--- src/rtl/serial_fa_pkg.sv ---
// Shared types and constants for the bit-serial adder controller and its FA cell.
package serial_fa_pkg;

  typedef enum logic [1:0] {
    IDLE = 2'd0,
    RUN  = 2'd1,
    DONE = 2'd2
  } state_e;

  localparam int unsigned FA_A = 2;
  localparam int unsigned FA_B = 1;
  localparam int unsigned FA_C = 0;

endpackage

--- src/rtl/decoder_fa.sv ---
// Full adder built from a 3-to-8 minterm decoder; in[2]=a, in[1]=b, in[0]=carry-in.
module decoder_fa (
  input  logic [2:0] in,
  output logic       sum,
  output logic       carry
);

  logic [7:0] w_dec;

  always_comb begin
    w_dec = 8'd0;
    w_dec[in] = 1'b1;
  end

  // Odd-parity minterms give the sum, two-or-more-ones minterms give the carry.
  assign sum   = w_dec[1] | w_dec[2] | w_dec[4] | w_dec[7];
  assign carry = w_dec[3] | w_dec[5] | w_dec[6] | w_dec[7];

endmodule

--- src/rtl/serial_fa_ctrl.sv ---
// Bit-serial adder: one shared decoder_fa cell stepped WIDTH times, LSB first.
// Optional SERIAL_FA_SUB_EN adds a 'sub' input selecting a-b (cout=1 means no borrow).
module serial_fa_ctrl
  import serial_fa_pkg::*;
#(
  parameter int unsigned WIDTH = 8
) (
  input  logic             clk,
  input  logic             rst,
  input  logic             start,
  input  logic [WIDTH-1:0] a,
  input  logic [WIDTH-1:0] b,
  input  logic             cin,
`ifdef SERIAL_FA_SUB_EN
  input  logic             sub,
`endif
  output logic             busy,
  output logic             done,
  output logic [WIDTH-1:0] sum,
  output logic             cout
);

  localparam int unsigned CNT_W = $clog2(WIDTH + 1);

  state_e           r_state;
  state_e           w_next;
  logic             w_load;
  logic             w_step;
  logic             w_last;

  logic [WIDTH-1:0] r_a_sr;
  logic [WIDTH-1:0] r_b_sr;
  logic             r_carry;
  logic [CNT_W-1:0] r_cnt;
  logic [WIDTH-1:0] r_sum;
  logic             r_cout;
  logic             r_busy;
  logic             r_done;

  logic [2:0]       w_fa_in;
  logic             w_fa_sum;
  logic             w_fa_carry;
  logic [WIDTH-1:0] w_b_load;
  logic             w_c_load;

`ifdef SERIAL_FA_SUB_EN
  // Subtraction as a + ~b + 1; cin is ignored when sub is set.
  assign w_b_load = sub ? ~b : b;
  assign w_c_load = sub ? 1'b1 : cin;
`else
  assign w_b_load = b;
  assign w_c_load = cin;
`endif

  always_comb begin
    w_fa_in       = 3'd0;
    w_fa_in[FA_A] = r_a_sr[0];
    w_fa_in[FA_B] = r_b_sr[0];
    w_fa_in[FA_C] = r_carry;
  end

  decoder_fa u_fa (
    .in    (w_fa_in),
    .sum   (w_fa_sum),
    .carry (w_fa_carry)
  );

  // State register; busy/done are registered decodes of the next state.
  always_ff @(posedge clk) begin
    if (rst) begin
      r_state <= IDLE;
      r_busy  <= 1'b0;
      r_done  <= 1'b0;
    end else begin
      r_state <= w_next;
      r_busy  <= (w_next == RUN);
      r_done  <= (w_next == DONE);
    end
  end

  always_comb begin
    w_next = r_state;
    w_load = 1'b0;
    w_step = 1'b0;
    w_last = (r_cnt == CNT_W'(WIDTH - 1));
    case (r_state)
      IDLE: begin
        if (start) begin
          w_load = 1'b1;
          w_next = RUN;
        end
      end
      RUN: begin
        w_step = 1'b1;
        if (w_last) w_next = DONE;
      end
      DONE: begin
        if (start) begin
          w_load = 1'b1;
          w_next = RUN;
        end else begin
          w_next = IDLE;
        end
      end
      default: w_next = IDLE;
    endcase
  end

  // Operand shifters, carry, counter and result accumulation.
  always_ff @(posedge clk) begin
    if (rst) begin
      r_a_sr  <= '0;
      r_b_sr  <= '0;
      r_carry <= 1'b0;
      r_cnt   <= '0;
      r_sum   <= '0;
      r_cout  <= 1'b0;
    end else if (w_load) begin
      r_a_sr  <= a;
      r_b_sr  <= w_b_load;
      r_carry <= w_c_load;
      r_cnt   <= '0;
      r_sum   <= '0;
    end else if (w_step) begin
      r_sum   <= {w_fa_sum, r_sum[WIDTH-1:1]};
      r_a_sr  <= r_a_sr >> 1;
      r_b_sr  <= r_b_sr >> 1;
      r_carry <= w_fa_carry;
      r_cnt   <= r_cnt + CNT_W'(1);
      if (w_last) r_cout <= w_fa_carry;
    end
  end

  assign busy = r_busy;
  assign done = r_done;
  assign sum  = r_sum;
  assign cout = r_cout;

endmodule

--- config.mk ---
export PLATFORM = sky130hd
export DESIGN_NAME = serial_fa_ctrl
export DESIGN_NICKNAME = d
export VERILOG_FILES = /design/src/rtl/serial_fa_pkg.sv /design/src/rtl/decoder_fa.sv /design/src/rtl/serial_fa_ctrl.sv
export SDC_FILE = /design/constraint.sdc
export NUM_CORES = 1
export LEC_CHECK = 0
export ABC_AREA = 1
export BUFFER_PORTS_ARGS = -buffer_cell sky130_fd_sc_hd__buf_4
export CAP_MARGIN = 10
export CORE_ASPECT_RATIO = 1.5
export CORE_MARGIN = 10
export CORE_UTILIZATION = 29
export DETAILED_ROUTE_END_ITERATION = 10
export GPL_ROUTABILITY_DRIVEN = 1
export HOLD_SLACK_MARGIN = 0.12
export PLACE_DENSITY_LB_ADDON = 0.08
export SLEW_MARGIN = 25
export SYNTH_ARGS = -nofsm -noshare
export SYNTH_HDL_FRONTEND = slang
export SYNTH_HIERARCHICAL = 1
export SYNTH_SLANG_ARGS = --single-unit
--- constraint.sdc ---
create_clock -name clk -period 2.7 [get_ports clk]
set_input_delay 0.135 -clock clk [delete_from_list [all_inputs] [get_ports clk]]
set_output_delay 0.135 -clock clk [all_outputs]
set_load 0.02 [all_outputs]
==> out/metrics.yaml <==
rsz0062_at_grt: "no"
crit_type: "reg -> reg"
pin_count: 31
holdBufCountCts: 3
p_per_area_nw_per_um2: 548
finalHoldViolCount: 0
cts_resized: 0
ys_types: 28
grt_pass1_vias: 1445
ys_seq_elements: 34
drcViolationCount: 0
final-setup-viol-count: 0
synth_edf_count: 0
drt-vias-per-instance: 4.25
worst_path_most_repeated_cell: "nand2_1"
cts_buffers: 5
startpoint_type: "register"
syn_area_um2: 1700
insertion_delay_ps: 280
yosys-top-cells-count: "52 x nand2_1, 34 x dfxtp_1, 26 x inv_1, 18 x nand3_1, 16 x nor2_1"
cts_setup_buffers: 0
num_antenna_cells: 0
critPathRequiredTime_ps: 2930
die_h_um: 114
synth_top_area_cell: "dfxtp_1"
cts_max_level: 2
nFillCells: 676
port_buffers: 30
cts-root-buf: "clkbuf_8"
finalMaxSlewViolations: 0
period_share_pct: 57.6
finClkSkew_ps: 2.45
critPathMaxFanout: 21
syn_area_per_cell_um2: 7.85
cts_tree: "done"
die_w_um: 82.6
antenna_found_initial: 0
gp_congestion: 0.716
yosys.area.top_type_share_pct: 39.9
arrival_ps: 1790
drive_gt1_share_pct: 30.1
num_rows: 34
start_util_pct: 29.7
period_needed_ps: 1560
slowest_delay_ps: 700
overflow: 0
synthCells: 217
cpMaxStageDelayCell: "dfxtp_1"
tightest_slew_ps: 596
p_total_w: 0.00111
wl_um: 3870
cp_cell_sequence: "nand2_8 > inv_2 > nand2_1 > nor2_2 > nand2_1 > nand2_1"
grt_usage_pct: 9.11
synth.most_common_cell: "nand2_1"
dp_hpwl_um: 2860
drt_iter0_markers: 50
cp-end-kind: "register"
synth.net_count: 239
detail-route-antenna-nets: 0
setup_tns_ps: 0
cap_violations: 0
status: "finished, final reports clean"
fmax_ghz: 0.643
min_path_type: "in -> reg"
core-area_um2: 5740
first_pass_iters: 2
final_nets: 270
numPlacedInstances: 310
dieArea_um2: 9410
drt-wirelength-per-cell_um: 12.1
ir_drop_mv: 0.237
grt_pass1_wl_um: 6710
grt_max_degree: 25
yosysSeqAreaShare_pct: 39.9
area_delta_synth_final_pct: 19.2
path_clk_slew_ps: 70
yosysWarningCount: 6
ys.flop_type: "dfxtp_1"
cts_max_path_buffers: 2
via_count: 1365
cts.sinks: 34
stdcell_count: 321
synth_area_leaders: "dfxtp_1 40%, nand2_1 11%, inv_1 5.7%"
leakage_nw: 0.911
slew_headroom_pct: 60.2
async_reset_ff_share_pct: 0
## logic make-up after synthesis
group / after synthesis / share of synthesized area, %
compound gates: 28 / 11.5
xor+xnor: 1 / 0.514
fa+ha+maj: 2 / 1.91
buf+inv: 41 / 14.5
flops: 34 / 39.9
simple gates: 111 / 31.6
## path summary, 6_finish.rpt
check | slack [ps] | depth (start not counted) | end | start
worst max-delay path | 1140 | 6 | cout$_SDFFE_PP0P_ | r_state[0]$_SDFF_PP0_
worst min-delay path | 160 | 5 | r_b_sr[3]$_SDFFE_PP0P_ | b[3]
worst max register to register | 1140 | 6 | cout$_SDFFE_PP0P_ | r_state[0]$_SDFF_PP0_
worst min register to register | 470 | 2 | r_a_sr[7]$_SDFFE_PP0P_ | r_a_sr[7]$_SDFFE_PP0P_
## cells in the final DEF, fill, tap and decap left out, drive strengths merged
cell         instances
buf                 30
nand2               65
clkinv               1
inv                 32
fa                   1
a21oi               20
clkbuf               7
nand3               19
nor3                 8
ha                   1
nor2                19
dlygate4sd3          3
dfxtp               34
xor2                 1
o21ai                8
## power by group
part / internal, W / switching (W) / total (W)
sequential: 0.000530 / 0.0000218 / 0.000551
combinational: 0.0000686 / 0.000101 / 0.000170
clock: 0.000206 / 0.000186 / 0.000391
## flip-flops by register name, indices dropped and copies added (netlist names)
signal   flops
cout         1
r_a_sr       8
r_b_sr       8
sum          8
r_state      2
r_cnt        4
done         1
busy         1
r_carry      1
## critical path, delay by kind of cell, from the launching register on
kind	cells	cell delay [ps]
flops	1	700
buf+inv	1	230
simple gates	5	560
## through the flow
stage          worst slack, ps  hold WS [ps]  instance area [um2]  utilization, %
3_3_place_gp              1180           363                 1910            33.2
4_1_cts                   1110           157                 2030            35.4
2_1_floorplan             1620           270                 1700               -
6_report                  1140           160                 2030            35.4
3_5_place_dp              1130           372                 1910            33.2
5_1_grt                    961           193                 2030            35.4
## final cells by class
| cell class | instances | area [um2] | share of cell area (%) |
|---|---|---|---|
| well taps | 72 | 90.1 | 4.44 |
| clock inverters | 1 | 5.00 | 0.246 |
| multi-input cells | 142 | 776 | 38.2 |
| clock buffers | 7 | 86.3 | 4.25 |
| inverters | 32 | 138 | 6.78 |
| repair buffers | 33 | 255 | 12.6 |
| flip-flops and latches | 34 | 681 | 33.5 |
## routing by layer
metal	up-vias	part of all wire, %	global-route usage, %
li1	736	-	-
met1	599	41	10.0
met2	24	52	15.4
met3	6	5.1	2.60
met4	0	2.2	4.37
met5	-	0	0
(Power assumes the default switching activity.)
